$ cat src/rtl/din_sched_pkg.sv
// rtl/din_sched_pkg.sv - shared types and default sizes for the DinA round-robin scheduler
package din_sched_pkg;

  typedef enum logic [0:0] {
    S_IDLE = 1'b0,
    S_HOLD = 1'b1
  } state_t;

  localparam int DEF_N_REQ       = 4;
  localparam int DEF_DW          = 4;
  localparam int DEF_HOLD_CYCLES = 4;

endpackage

$ cat src/rtl/din_rr_scheduler_rr_pick.sv
// rtl/din_rr_scheduler_rr_pick.sv - combinational round-robin picker
// Searches from last+1 upward, wrapping modulo N_REQ, for the first set request.
module rr_pick
  import din_sched_pkg::*;
#(
  parameter int N_REQ = DEF_N_REQ,
  parameter int IDW   = $clog2(N_REQ)
) (
  input  logic [N_REQ-1:0] req,
  input  logic [IDW-1:0]   last,
  output logic             any,
  output logic [IDW-1:0]   win,
  output logic [N_REQ-1:0] onehot
);

  logic [IDW-1:0] pos;

  always_comb begin
    any = 1'b0;
    win = '0;
    pos = '0;
    for (int k = 1; k <= N_REQ; k++) begin
      // Modulo on the full int keeps the wrap correct for non-power-of-2 N_REQ.
      pos = IDW'((int'(last) + k) % N_REQ);
      if (!any && req[pos]) begin
        any = 1'b1;
        win = pos;
      end
    end
  end

  assign onehot = any ? (N_REQ'(1) << win) : '0;

endmodule

$ cat src/rtl/din_rr_scheduler.sv
// rtl/din_rr_scheduler.sv - round-robin sharing of the datapath DinA input
// Grants one requester at a time and holds its nibble on DinA for HOLD_CYCLES cycles.
module din_rr_scheduler
  import din_sched_pkg::*;
#(
  parameter int N_REQ       = DEF_N_REQ,
  parameter int DW          = DEF_DW,
  parameter int HOLD_CYCLES = DEF_HOLD_CYCLES,
  parameter int IDW         = $clog2(N_REQ)
) (
  input  logic              clock,
  input  logic              rst,
  input  logic              en,
  input  logic [N_REQ-1:0]  req,
  input  logic [N_REQ*DW-1:0] req_data,
  output logic [N_REQ-1:0]  gnt,
  output logic [IDW-1:0]    grant_id,
  output logic [DW-1:0]     DinA,
  output logic              din_valid,
  output logic              busy
);

  localparam int CW = $clog2(HOLD_CYCLES + 1);

  state_t          state;
  logic [CW-1:0]   cnt;
  logic [IDW-1:0]  last;

  logic            any;
  logic [IDW-1:0]  win;
  logic [N_REQ-1:0] win_onehot;
  logic            arb;
  logic [DW-1:0]   data_arr [N_REQ];

  always_comb begin
    for (int i = 0; i < N_REQ; i++) begin
      data_arr[i] = req_data[i*DW +: DW];
    end
  end

  rr_pick #(
    .N_REQ (N_REQ),
    .IDW   (IDW)
  ) u_pick (
    .req    (req),
    .last   (last),
    .any    (any),
    .win    (win),
    .onehot (win_onehot)
  );

  // The counter is 0 in IDLE too, so one test covers both arbitration points.
  assign arb  = en && any && (cnt == '0);
  assign busy = (state == S_HOLD);

  always_ff @(posedge clock or posedge rst) begin
    if (rst) begin
      state     <= S_IDLE;
      cnt       <= '0;
      last      <= IDW'(N_REQ - 1);
      gnt       <= '0;
      grant_id  <= '0;
      DinA      <= '0;
      din_valid <= 1'b0;
    end else begin
      gnt <= '0;
      if (arb) begin
        state     <= S_HOLD;
        cnt       <= CW'(HOLD_CYCLES - 1);
        last      <= win;
        gnt       <= win_onehot;
        grant_id  <= win;
        DinA      <= data_arr[win];
        din_valid <= 1'b1;
      end else if (state == S_HOLD) begin
        if (cnt != '0) begin
          cnt <= cnt - CW'(1);
        end else begin
          state     <= S_IDLE;
          din_valid <= 1'b0;
        end
      end
    end
  end

endmodule

$ cat config.mk
export PLATFORM = sky130hd
export DESIGN_NAME = din_rr_scheduler
export DESIGN_NICKNAME = d
export VERILOG_FILES = /design/src/rtl/din_sched_pkg.sv /design/src/rtl/din_rr_scheduler_rr_pick.sv /design/src/rtl/din_rr_scheduler.sv
export SDC_FILE = /design/constraint.sdc
export NUM_CORES = 1
export LEC_CHECK = 0
export CAP_MARGIN = 15
export CORE_AREA = 2 2 60 51
export CTS_CLUSTER_SIZE = 25
export DETAILED_ROUTE_END_ITERATION = 8
export DIE_AREA = 0 0 62 53
export PLACE_DENSITY = 0.64
export RECOVER_POWER = 50
export SLEW_MARGIN = 20
export SYNTH_ARGS = -nofsm -noshare
export SYNTH_HDL_FRONTEND = slang
export SYNTH_SLANG_ARGS = --single-unit
$ cat constraint.sdc
create_clock -name clock -period 2.25 [get_ports clock]
set_input_delay 0.225 -clock clock [delete_from_list [all_inputs] [get_ports clock]]
set_output_delay 0.225 -clock clock [all_outputs]
set_load 0.02 [all_outputs]
==> results by group, run 1 <==
Status
  • Status: finished clean

Setup path
  • Critical path data required time: 2.42 ns
  • Critical R2R Launch: last[1]
  • Worst flop-to-flop path endpoint: DinA[3]
  • Setup crit end: DinA[3]
  • Worst-path fanout max: 8
  • CP Launch Type: register
  • Launch point of the critical path: last[1]
  • R2r worst-path depth: 6
  • Flop-to-flop setup slack: 0.24 ns
  • Critical Path AT: 2.18 ns
  • Crit Path Class: register to register
  • Critical Path End Type: register

Synthesis
  • Syn. warnings: 0
  • Asr flop ratio synth: 100.0%
  • Synth cell count leaders: dfrtp_1 (15), nand2_1 (15), inv_1 (8)
  • Number of synthesized flops with an enable pin: 0
  • Register area share after synthesis: 43.85%
  • Synthesized area: 975.9 um^2
  • Post-Syn Area per Cell: 10.38 um^2
  • Synth top area share: 38.46%
  • Syn Nets: 119
  • Largest cells by area after synthesis: dfrtp_1 (38%), nand2_1 (5.8%), a2111oi_4 (5.6%)
  • Most used DFF post-synth: dfrtp_1
  • Seq cells post-synth: 17
  • Largest area contributor in the netlist: dfrtp_1
  • Cell count after synthesis: 94
  • Post-synth cell types: 32

Placed design
  • Hpwl dp: 1801 um
  • Worst slack at placement: 0.1124 ns
  • Buffers on Ports: 34
  • RePlAce Congestion: 0.8345

Timing
  • Minimum clock period: 2.010 ns
  • Max_slew headroom: 58.18%
  • Slew Limit Fails: 0
  • Clock skew: 0.001407 ns
  • Fmax: 497.5 MHz
  • Unrepaired setup endpoints after global routing: no
  • Fin. Hold Viols: 0
  • Setup TNS: 0 ns
  • Final worst slack: 0.2398 ns
  • Worst-Margin Slew: 0.6265 ns
  • Setup Viol. Count Final: 0
  • Tcrit/Tclk final: 89.34%

Pwr
  • Leakage: 0.5808 nW
  • Internal power: 0.0008784 W
  • Sequential power share: 34.9%
  • Combinational Power Share: 54.2%
  • Power share of the clock group: 10.9%
  • VDD IR max: 459.9 uV
  • PwrDens: 1101 mW/mm^2
  • Sw Share: 42.14%
  • Psw: 0.0006397 W

Floorplan
  • Std cell rows: 17
  • Ports: 35
  • Total core area: 0.002659 mm^2
  • Die Y: 53 um
  • Die area: 0.003286 mm^2
  • Die width: 62 um
  • Initial core utilization: 36.71%

Drt
  • Router iterations before antenna repair: 4
  • DR iter-0 viols: 15
  • DRC viols: 0
  • Via/cell ratio: 4.828
  • Routed WL: 2225 um
  • DR vias: 816
  • Per-cell routed wire length: 13.17 um
  • Post-detailed-route count of antenna-violating nets: 0

Final layout
  • N_diodes: 0
  • Layout filler cell count: 238
  • Area of the multi-input gates: 490.5 um^2
  • Reg area: 427.9 um^2
  • Layout cell share with drive strength beyond 1: 15.27%
  • P&R area growth vs syn: 41.28%
  • Fin nets: 157

Clocking
  • Clk_lat worst skew: 0.29 ns
  • Root Driver: clkbuf_4
  • Setup bufs post-CTS: 0
  • Clock Path Buffers: 2
  • # H-tree levels: 1
  • CTS tree: built
  • Clock-pin slew on the worst setup and hold paths: 0.10 ns
  • Clock Sinks: 17
  • Resized Gates After CTS: 0
  • CTS Hold Buffers Added: 0
  • TritonCTS buffer count: 3

Run
  • Max-cap violations: 0

GRT
  • First-pass GRT wire length: 3898 um
  • Largest net degree at the start of global routing: 18
  • Remaining Overflow, GRT: 0
  • Antenna violations before repair: 0
  • Vias in the first global route: 853
  • All-Layer GR Usage: 16.24%

Min path
  • HP Class: input pin to async pin
-- per-layer routing --
layer / share of wire [%] / GRT usage, %
met1: 45 / 20.91
met5: 0 / 0
met2: 51 / 27.26
met4: 0 / 1.064
met3: 4.5 / 5.623
-- power by group through the flow --
| stage | registers [W] | clock network [W] | logic (W) |
|---|---|---|---|
| detailed placement | 0.000537 | 0 | 0.000843 |
| global placement | 0.000536 | 0 | 0.000827 |
| floorplan | 0.000602 | 0 | 0.000486 |
| CTS | 0.000533 | 0.000172 | 0.000844 |
| finish | 0.000530 | 0.000165 | 0.000823 |
| global route | 0.000549 | 0.000184 | 0.000911 |
-- through the flow --
| stage | cell area (um^2) | power (W) | util [%] | hold slack, ns | std cells |
|---|---|---|---|---|---|
| global route | 1379 | 0.001644 | 51.86 | 0.4803 | 169 |
| floorplan | 975.9 | 0.001087 | - | 0.1496 | 94 |
| finish | 1379 | 0.001518 | 51.86 | 0.4450 | 169 |
| global placement | 1351 | 0.001363 | 50.82 | 0.4580 | 165 |
| detailed placement | 1351 | 0.001379 | 50.82 | 0.4702 | 165 |
| CTS | 1379 | 0.001549 | 51.86 | 0.3281 | 169 |
-- worst min-delay path by stage --
stage,start,slack (ns),endpoint
after floorplan,rst,0.15,DinA[0]
after CTS,rst,0.33,cnt[1]
after global routing,req_data[14],0.48,DinA[2]
after global placement,din_valid,0.46,din_valid
final,rst,0.44,cnt[1]
after detailed placement,din_valid,0.47,din_valid
-- cells by family after synthesis --
group	share of synthesized area [%]
and+or+nand+nor	20.00
AOI/OAI and AO/OA	24.49
DFF	43.85
buffers and inverters	5.897
adders and majority gates	2.564
xor gates and xnor gates	0.8976
muxes	2.308
-- registers in the layout (all words and copies together), names as in the netlist --
register,cells
grant_id,2
last,2
gnt,4
cnt,3
din_valid,1
DinA,4
busy,1
-- final cells by class --
type	instances	area share (%)
sequential	17	31.03
timing repair buffer	36	25.77
clock buffer	3	1.633
tap	38	3.448
inverter	8	2.178
clock inverter	1	0.3630
multi-input combinational	66	35.57
-- worst max-delay path: stages (launching register included) --
cell,delay [ns]
dfstp_2,0.63
mux2i_4,0.27
o22ai_4,0.13
or2_1,0.24
buf_4,0.17
a2111oi_2,0.36
a211oi_1,0.09
-- placed cells by master, fill, tap and decap left out, drive strengths merged --
| cell type | count |
|---|---|
| clkdlybuf4s50 | 27 |
| and2 | 1 |
| dfstp | 2 |
| nand2 | 15 |
| a2111oi | 4 |
| xnor2 | 1 |
| a32oi | 1 |
| inv | 8 |
| nor2b | 1 |
| mux2i | 1 |
| a31oi | 1 |
| a21oi | 6 |
| or2 | 1 |
| o211a | 1 |
| nand2b | 2 |
| o211ai | 1 |
| nor3b | 4 |
| a211oi | 4 |
| clkbuf | 3 |
| or4 | 1 |
| clkinv | 1 |
| dfrtp | 15 |
| o21ai | 3 |
| dlygate4sd3 | 7 |
| a21bo | 1 |
| ha | 2 |
| o22ai | 3 |
| buf | 2 |
| nor3 | 2 |
| nor2 | 7 |
| nand3 | 3 |
No activity file was read; power rests on OpenSTA's default activity.
==> run 2: changes to the inputs <==
--- a/config.mk
+++ b/config.mk
@@ -11,8 +11,6 @@
 export DETAILED_ROUTE_END_ITERATION = 8
 export DIE_AREA = 0 0 62 53
 export PLACE_DENSITY = 0.64
-export RECOVER_POWER = 50
-export SLEW_MARGIN = 20
 export SYNTH_ARGS = -nofsm -noshare
 export SYNTH_HDL_FRONTEND = slang
 export SYNTH_SLANG_ARGS = --single-unit
==> results by group, run 2 (synthesis gave the netlist of run 1 again) <==
Final layout
  • Layout cell share with drive strength beyond 1: 15.27%
  • Reg area: 427.9 um^2
  • Commonest non-fill, non-tap cells in the layout: clkdlybuf4s50_1 (34), dfrtp_1 (15), nand2_1 (15)
  • Area of the multi-input gates: 490.5 um^2
  • P&R area growth vs syn: 41.28%
  • Fin nets: 157
  • N_diodes: 0
  • Final Cell Area: 0.001379 mm^2
  • Leading cell type in the layout, fill and taps excluded: clkdlybuf4s50_1
  • Largest regs: DinA (4), gnt (4), cnt (3)
  • Layout filler cell count: 238
  • Final Core Density: 51.86%

Timing
  • Minimum clock period: 2.013 ns
  • Setup Viol. Count Final: 0
  • Max_slew headroom: 58.17%
  • Fmax: 496.9 MHz
  • Slew Limit Fails: 0
  • Worst-Margin Slew: 0.6267 ns
  • Fin. Hold Viols: 0
  • Unrepaired setup endpoints after global routing: no
  • Tcrit/Tclk final: 89.45%
  • Setup TNS: 0 ns
  • Final worst slack: 0.2374 ns
  • Clock skew: 0.0006868 ns

GRT
  • All-Layer GR Usage: 16.24%
  • Antenna violations before repair: 0
  • First-pass GRT wire length: 3898 um
  • Vias in the first global route: 853
  • Remaining Overflow, GRT: 0
  • Largest net degree at the start of global routing: 18

Clocking
  • # H-tree levels: 1
  • Resized Gates After CTS: 0
  • Clock Sinks: 17
  • Setup bufs post-CTS: 0
  • Clock-pin slew on the worst setup and hold paths: 0.10 ns
  • Clk_lat worst skew: 0.29 ns
  • TritonCTS buffer count: 3
  • CTS Hold Buffers Added: 0
  • CTS tree: built
  • Clock Path Buffers: 2
  • Root Driver: clkbuf_4

Setup path
  • Critical Path End Type: register
  • Launch point of the critical path: last[1]
  • CP max-delay cell: dfstp_2
  • Slowest stage delay, CP: 0.63 ns
  • CP Launch Type: register
  • Ordered cell list for the critical path: mux2i_4, o22ai_4, or2_1, buf_4, a2111oi_2, a211oi_1
  • R2r worst-path depth: 6
  • Critical Path AT: 2.18 ns
  • Critical R2R Launch: last[1]
  • Critical path data required time: 2.42 ns
  • Worst-path fanout max: 8
  • Crit Path Class: register to register

Pwr
  • VDD IR max: 460.0 uV
  • Total Power: 0.001530 W
  • Leakage: 0.5652 nW
  • PwrDens: 1110 mW/mm^2

Run
  • Max-cap violations: 0

Placed design
  • Hpwl dp: 1801 um
  • Buffers on Ports: 34
  • Placed cell areas: 0.001351 mm^2
  • Worst slack at placement: 0.1124 ns
  • RePlAce Congestion: 0.8345

Floorplan
  • Die Y: 53 um
  • Std cell rows: 17
  • Die area: 0.003286 mm^2
  • Ports: 35
  • Total core area: 0.002659 mm^2
  • Initial core utilization: 36.71%
  • Die width: 62 um

Min path
  • HP Class: input pin to async pin

Drt
  • Post-detailed-route count of antenna-violating nets: 0
  • Routed WL: 2227 um
  • DR iter-0 viols: 14
  • DR vias: 815
  • Per-cell routed wire length: 13.18 um
  • DRC viols: 0
  • Via/cell ratio: 4.822
  • Router iterations before antenna repair: 4

Status
  • Status: finished clean
[run 2: path summary, 6_finish.rpt]
kind | to | slack (ns)
worst max-delay path | DinA[3] | 0.24
worst min-delay path | cnt[1] | 0.31
worst max register to register | DinA[3] | 0.24
worst min register to register | din_valid | 0.49
max in group asynchronous | DinA[0] | 1.54
min in group clock | DinA[2] | 0.48
[run 2: per-stage QoR]
| stage | cells | hold WS [ns] |
|---|---|---|
| final | 169 | 0.3063 |
| after global routing | 169 | 0.3799 |
| after CTS | 169 | 0.3281 |
| after detailed placement | 165 | 0.4702 |
| after global placement | 165 | 0.4580 |
| after floorplan | 94 | 0.1496 |
[run 2: cell type report]
type                       instances  area share (%)
sequential                        17           31.03
timing repair buffer              36           25.77
clock buffer                       3           1.633
multi-input combinational         66           35.57
clock inverter                     1          0.3630
inverter                           8           2.178
tap                               38           3.448
[run 2: critical path: cells and delay by family (launching register included)]
kind | cells | cell delay, ns
buffers and inverters | 1 | 0.17
flip-flops | 1 | 0.63
AO/OA/AOI/OAI | 3 | 0.58
AND/OR/NAND/NOR | 1 | 0.24
multiplexers | 1 | 0.27
[run 2: where the power goes]
group | leakage (nW) | switching [W] | total (W) | internal [W]
sequential | 0.206 | 0.0000881 | 0.000531 | 0.000443
clock | 0.0177 | 0.000101 | 0.000167 | 0.0000661
combinational | 0.341 | 0.000454 | 0.000832 | 0.000378
[run 2: per-layer routing]
metal	part of all wire [%]	wire (um)	up-vias	GRT usage [%]
met2	50	1121	22	27.26
met1	45	1003	385	20.91
met5	0	0	-	0
met4	0	0	0	1.064
met3	4.5	101	0	5.623
li1	-	-	408	-
